--- src/rtl/alu_pkg.sv ---
// Shared definitions for the ALU arbiter: FSM state encoding, ALU opcode set,
// ALU pipeline latencies and the helper that maps a latency onto the FSM state
// in which that latency's value is captured.
package alu_pkg;

  // Post-grant states are encoded consecutively so that a latency maps
  // directly onto a state
  typedef enum logic [2:0] {
    ST_IDLE      = 3'd0,
    ST_ISSUE     = 3'd1,
    ST_WAIT_RES  = 3'd2,
    ST_WAIT_ZERO = 3'd3,
    ST_RESP      = 3'd4
  } state_t;

  typedef enum logic [4:0] {
    OP_ADD    = 5'b00000,
    OP_SUB    = 5'b00001,
    OP_MUL    = 5'b00010,
    OP_AND    = 5'b00011,
    OP_OR     = 5'b00100,
    OP_XOR    = 5'b00101,
    OP_NOT    = 5'b00110,
    OP_SHL    = 5'b00111,
    OP_SHR    = 5'b01000,
    OP_PARITY = 5'b11111
  } alu_op_t;

  // Edges from the grant edge until the ALU result / zero flag are valid
  localparam int unsigned RES_LAT  = 2;
  localparam int unsigned ZERO_LAT = 3;

  // The value with latency 'lat' is sampled on the edge that leaves the state
  // reached lat-1 edges after ISSUE was entered
  function automatic state_t cap_state(input int unsigned lat);
    return state_t'(3'(int'(ST_ISSUE) + lat - 1));
  endfunction

endpackage

--- src/rtl/alu_arbiter_rr.sv ---
// Round-robin grant selection: searches from last_grant+1 upward, wrapping
// to requester 0, and returns a one-hot grant (all zero when nothing is
// requested).
module rr_arbiter #(
  parameter int unsigned NREQ = 2,
  parameter int unsigned IDW  = 2
) (
  input  logic [NREQ-1:0] req,
  input  logic [IDW-1:0]  last_grant,
  output logic [NREQ-1:0] grant
);

  logic found;

  // Two passes: requesters above last_grant first, then the wrapped range
  always_comb begin
    grant = '0;
    found = 1'b0;
    for (int unsigned i = 0; i < NREQ; i++) begin
      if (!found && req[i] && (IDW'(i) > last_grant)) begin
        grant[i] = 1'b1;
        found    = 1'b1;
      end
    end
    for (int unsigned i = 0; i < NREQ; i++) begin
      if (!found && req[i] && (IDW'(i) <= last_grant)) begin
        grant[i] = 1'b1;
        found    = 1'b1;
      end
    end
  end

endmodule

--- src/rtl/alu_arbiter.sv ---
// Multi-requester front end for a shared registered ALU. One transaction is
// in flight at a time: grant, issue, wait for the result, wait one more cycle
// for the lagging zero flag, then hold the response until accepted.
// Optional build macro ALU_ARB_PERF_EN adds per-requester saturating grant
// counters on output grant_count.
module alu_arbiter
  import alu_pkg::*;
#(
  parameter int unsigned NREQ = 2,
  parameter int unsigned IDW  = 2
) (
  input  logic                clk,
  input  logic                reset,
  input  logic [NREQ-1:0]     req_valid,
  output logic [NREQ-1:0]     req_ready,
  input  logic [5*NREQ-1:0]   req_opcode,
  input  logic [8*NREQ-1:0]   req_a,
  input  logic [8*NREQ-1:0]   req_b,
  output logic [4:0]          alu_opcode,
  output logic [7:0]          alu_a,
  output logic [7:0]          alu_b,
  input  logic [15:0]         alu_result,
  input  logic                alu_carry,
  input  logic                alu_zero,
  input  logic                alu_overflow,
  output logic                rsp_valid,
  input  logic                rsp_ready,
  output logic [IDW-1:0]      rsp_id,
  output logic [15:0]         rsp_result,
  output logic                rsp_carry,
  output logic                rsp_zero,
  output logic                rsp_overflow
`ifdef ALU_ARB_PERF_EN
  ,
  output logic [16*NREQ-1:0]  grant_count
`endif
);

  localparam state_t RES_CAP_ST  = cap_state(RES_LAT);
  localparam state_t ZERO_CAP_ST = cap_state(ZERO_LAT);

  state_t          state, state_next;
  logic [NREQ-1:0] grant;
  logic [IDW-1:0]  grant_id;
  logic [IDW-1:0]  last_grant;
  logic            grant_fire;

  logic [4:0]      op_q;
  logic [7:0]      a_q, b_q;
  logic [IDW-1:0]  id_q;
  logic [15:0]     res_q;
  logic            carry_q, zero_q, ovf_q;

  rr_arbiter #(
    .NREQ (NREQ),
    .IDW  (IDW)
  ) u_rr (
    .req        (req_valid),
    .last_grant (last_grant),
    .grant      (grant)
  );

  // One-hot grant to requester index
  always_comb begin
    grant_id = '0;
    for (int unsigned i = 0; i < NREQ; i++) begin
      if (grant[i]) grant_id = IDW'(i);
    end
  end

  assign grant_fire = (state == ST_IDLE) && (|grant);

  // State register
  always_ff @(posedge clk) begin
    if (reset) state <= ST_IDLE;
    else       state <= state_next;
  end

  // Next-state: fixed walk through the ALU pipeline, response waits for accept
  always_comb begin
    state_next = state;
    case (state)
      ST_IDLE:      if (|grant)    state_next = ST_ISSUE;
      ST_ISSUE:                    state_next = ST_WAIT_RES;
      ST_WAIT_RES:                 state_next = ST_WAIT_ZERO;
      ST_WAIT_ZERO:                state_next = ST_RESP;
      ST_RESP:      if (rsp_ready) state_next = ST_IDLE;
      default:                     state_next = ST_IDLE;
    endcase
  end

  // Handshake outputs: accept only while idle and out of reset
  always_comb begin
    req_ready = '0;
    rsp_valid = 1'b0;
    if (state == ST_IDLE && !reset) req_ready = grant;
    if (state == ST_RESP)           rsp_valid = 1'b1;
  end

  // Command latch on grant, result/flag capture at their ALU latencies
  always_ff @(posedge clk) begin
    if (reset) begin
      last_grant <= IDW'(NREQ - 1);
      op_q       <= '0;
      a_q        <= '0;
      b_q        <= '0;
      id_q       <= '0;
      res_q      <= '0;
      carry_q    <= 1'b0;
      zero_q     <= 1'b0;
      ovf_q      <= 1'b0;
    end else begin
      if (grant_fire) begin
        last_grant <= grant_id;
        id_q       <= grant_id;
        op_q       <= req_opcode[5*grant_id +: 5];
        a_q        <= req_a[8*grant_id +: 8];
        b_q        <= req_b[8*grant_id +: 8];
      end
      if (state == RES_CAP_ST) begin
        res_q   <= alu_result;
        carry_q <= alu_carry;
        ovf_q   <= alu_overflow;
      end
      if (state == ZERO_CAP_ST) begin
        zero_q <= alu_zero;
      end
    end
  end

  assign alu_opcode   = op_q;
  assign alu_a        = a_q;
  assign alu_b        = b_q;
  assign rsp_id       = id_q;
  assign rsp_result   = res_q;
  assign rsp_carry    = carry_q;
  assign rsp_zero     = zero_q;
  assign rsp_overflow = ovf_q;

`ifdef ALU_ARB_PERF_EN
  logic [15:0] cnt_q [NREQ];

  // Per-requester grant counters, saturating at all ones
  always_ff @(posedge clk) begin
    if (reset) begin
      for (int unsigned i = 0; i < NREQ; i++) cnt_q[i] <= '0;
    end else if (grant_fire) begin
      for (int unsigned i = 0; i < NREQ; i++) begin
        if (grant[i] && (cnt_q[i] != '1)) cnt_q[i] <= cnt_q[i] + 16'd1;
      end
    end
  end

  // Pack counters, requester i in bits [16i+15:16i]
  always_comb begin
    grant_count = '0;
    for (int unsigned i = 0; i < NREQ; i++) grant_count[16*i +: 16] = cnt_q[i];
  end
`endif

endmodule

--- config.mk ---
export PLATFORM = sky130hd
export DESIGN_NAME = alu_arbiter
export DESIGN_NICKNAME = d
export VERILOG_FILES = /design/src/rtl/alu_pkg.sv /design/src/rtl/alu_arbiter_rr.sv /design/src/rtl/alu_arbiter.sv
export SDC_FILE = /design/constraint.sdc
export NUM_CORES = 1
export LEC_CHECK = 0
export BUFFER_PORTS_ARGS = -buffer_cell sky130_fd_sc_hd__buf_2
export CAP_MARGIN = 20
export CORE_AREA = 8 8 77 79
export DETAILED_ROUTE_END_ITERATION = 12
export DIE_AREA = 0 0 85 87
export PLACE_DENSITY_LB_ADDON = 0.08
export SLEW_MARGIN = 20
export SYNTH_ARGS = -nofsm -noshare
export SYNTH_HDL_FRONTEND = slang
export SYNTH_HIERARCHICAL = 1
export SYNTH_SLANG_ARGS = --single-unit
--- constraint.sdc ---
create_clock -name clk -period 2.1 [get_ports clk]
set_input_delay 0.42 -clock clk [delete_from_list [all_inputs] [get_ports clk]]
set_output_delay 0.42 -clock clk [all_outputs]
set_load 0.05 [all_outputs]
==> impl_metrics.csv <==
group,metric,value,unit
place,place_congestion,0.689,
sta,fin_crit_sh,89.6,%
route,avgViaCountPerCell,4.93,
layout,antennaDiodeCount,0,
sta,fin_crit,1.88,ns
clocking,cts_buffer_depth,2,
clocking,cts.sinks,45,
place,dp_hpwl,3890,µm
route,remaining_drc_errors,0,
sta,holdWs,0.358,ns
clocking,cts_buffers,5,
worst_setup_path,crit_chain,"nor3_4 > nand2_1 > nor2_2 > buf_2",
flow_run,cap_violations,0,
layout,drive_gt1_share,47.3,%
clocking,ctsResizeCount,0,
sta,slew_viol_final,0,
synth,synth_top_cell_by_area,"dfxtp_1",
route,ant_nets,0,
worst_setup_path,cp_slowest_stage_delay,0.43,ns
route,wl,5370,µm
synth,synth.top_cell.area_share,44.5,%
sta,finalHoldViolCount,0,
min_path,hold_class,"input pin to flip-flop",
die,initial_core_util,41.8,%
synth,synth_common_cells,"dfxtp_1, a21oi_1, nand2_1, mux2i_1, a211oi_2",
die,dieArea,7400,µm²
clocking,path_clk_slew,0.08,ns
route,avgRoutedWirePerCell,14.5,µm
worst_setup_path,cpMaxStageDelayCell,"dfxtp_1",
route,first_pass_iters,4,
die,fp-row-count,26,
sta,fin_tns_setup,0,ns
sta,max_freq,532,MHz
clocking,htreeDepth,2,
synth,synth_ff_type,"dfxtp_1",
sta,final.setup.worst_slack,0.219,ns
sta,tightest_slew,0.592,ns
die,dieHeight,87,µm
layout,finalNetCount,380,
clocking,cts_hold_buf,0,
synth,syn_avg_cell_area,9.64,µm²
layout,n_fill_cell,479,
worst_setup_path,worstPathRequired,1.68,ns
route,first_iter_violations,92,
worst_setup_path,r2r_setup_slack,0.47,ns
sta,setup_viol,0,
worst_setup_path,worst-setup-path-type,"flip-flop to output pin",
synth,yosys_warnings,6,
worst_setup_path,timing.rr.start,"state[0]",
pwr,p_leak,1.22,nW
layout,syn2layout_area_growth,32.3,%
synth,synth.yosys.seq_area_share,44.5,%
synth,syn_area,2020,µm²
sta,rsz0062_at_grt,"no",
place,portBuffers,109,
global_route,grt.overflow.total,0,
route,route.vias.total,1830,
global_route,grt_pass1_vias,1892,
global_route,gr-usage-all-layers,14.6,%
global_route,grt_pass1_wl,8760,µm
global_route,antenna_found_initial,0,
layout,stdcell_count,371,
clocking,cts-root-buf,"clkbuf_8",
synth,synth.most_common_cell,"dfxtp_1",
die,io_pins,111,
pwr,ir_worst_vdd,0.415,mV
worst_setup_path,r2r_cells,4,
clocking,post_cts_buffers,0,
clocking,clkLatencyLatePin,0.29,ns
synth,ys_types,30,
synth,synth_area_leaders,"dfxtp_1, a211oi_2, mux2i_1, a21oi_1, nand2_1",
worst_setup_path,endpoint_kind,"output pin",
worst_setup_path,worstPathArrival,1.46,ns
sta,slew_headroom,60.5,%
min_path,holdCritStartpoint,"alu_result[9]",
worst_setup_path,crit_fanout,8,
global_route,grt_max_degree,41,
worst_setup_path,cp-start-kind,"flip-flop",
die,design.core.area,4850,µm²
synth,synth-edff-count,0,
die,die_x,85,µm
clocking,tritoncts,"yes",
run_status,outcome,"complete, no violations",
worst_setup_path,critPathLaunch,"state[0]",
pwr,power-per-cell-area,953,nW/µm²
synth,synth_cells,210,
synth,ys_seq_elements,45,
sta,skew,0.00960,ns
synth,async_reset_ff_share,0,%
min_path,holdPathStages,3,
place,pre_cts_ws,0.373,ns
place,dp_cells,362,
[report_power, final]
| part | internal [mW] | total, mW | switching, mW |
|---|---|---|---|
| sequential | 0.960 | 1.02 | 0.0645 |
| combinational | 0.286 | 0.948 | 0.662 |
| clock | 0.297 | 0.579 | 0.282 |
| total | 1.54 | 2.55 | 1.01 |
[routing by layer]
metal  track usage (%)  wire length, µm
met1              16.0             2220
met2              24.1             2520
met3              6.89              594
met4              5.34               37
met5                 0                0
[worst max-delay path: cells and delay by family (launching register included)]
| family | cells | cell delay, ns |
|---|---|---|
| buffers and inverters | 1 | 0.26 |
| and+or+nand+nor | 3 | 0.47 |
| DFF | 1 | 0.43 |
[cell type report]
cell class / count / area, µm² / area share, %
Clock inverter: 1 / 5.00 / 0.187
Timing Repair Buffer: 116 / 598 / 22.3
Clock buffer: 7 / 96.3 / 3.60
Sequential cell: 45 / 901 / 33.6
Multi-Input combinational cell: 146 / 1010 / 37.6
Tap cell: 56 / 70.1 / 2.62
[state kept, by name, indices dropped and copies added, names as in the netlist]
signal        cells
alu_a             8
alu_b             8
alu_opcode        5
last_grant        1
rsp_carry         1
rsp_id            1
rsp_overflow      1
rsp_result       16
rsp_zero          1
state             3
[layout by cell type, fill, tap and decap left out]
| cell | count |
|---|---|
| a21oi_1 | 41 |
| or3b_1 | 1 |
| clkbuf_8 | 7 |
| nor4_1 | 1 |
| nor3b_4 | 1 |
| and3b_1 | 1 |
| nand2_1 | 38 |
| and2_4 | 1 |
| a221o_1 | 1 |
| a211oi_2 | 20 |
| xnor2_1 | 1 |
| dfxtp_1 | 45 |
| nor3_1 | 1 |
| mux2i_1 | 22 |
| buf_4 | 7 |
| nor2_2 | 1 |
| nor3b_2 | 1 |
| a21boi_1 | 1 |
| nand3b_1 | 1 |
| buf_2 | 109 |
| nand2b_1 | 1 |
| conb_1 | 3 |
| a211oi_1 | 1 |
| nor2_1 | 3 |
| or4b_1 | 1 |
| or2_0 | 1 |
| and2_1 | 1 |
| nor3_4 | 1 |
| o21ai_1 | 1 |
| clkinv_2 | 1 |
[logic make-up (layout without fill, tap and decap cells)]
group | count (synthesis) | in the layout | share of synthesized area (%)
XOR/XNOR | 1 | 1 | 0.433
flip-flops | 45 | 45 | 44.5
AO/OA/AOI/OAI | 65 | 65 | 24.0
buffers and inverters | 21 | 124 | 6.49
multiplexers | 22 | 22 | 10.9
other | 1 | 3 | 0.185
AND/OR/NAND/NOR | 55 | 55 | 13.5
[worst paths after layout]
kind	endpoint
worst max register to register	alu_opcode[1]
worst max-delay path	req_ready[1]
worst min-delay path	rsp_result[9]
worst min register to register	rsp_result[11]
[per-stage QoR]
stage	util, %	instance area [µm²]	power [mW]
CTS	55.1	2670	2.58
finish	55.2	2680	2.55
global route	55.2	2680	2.70
detailed placement	53.0	2570	2.00
global placement	53.0	2570	1.99
floorplan	-	2040	1.79
Power figures use the tool's default switching activity.
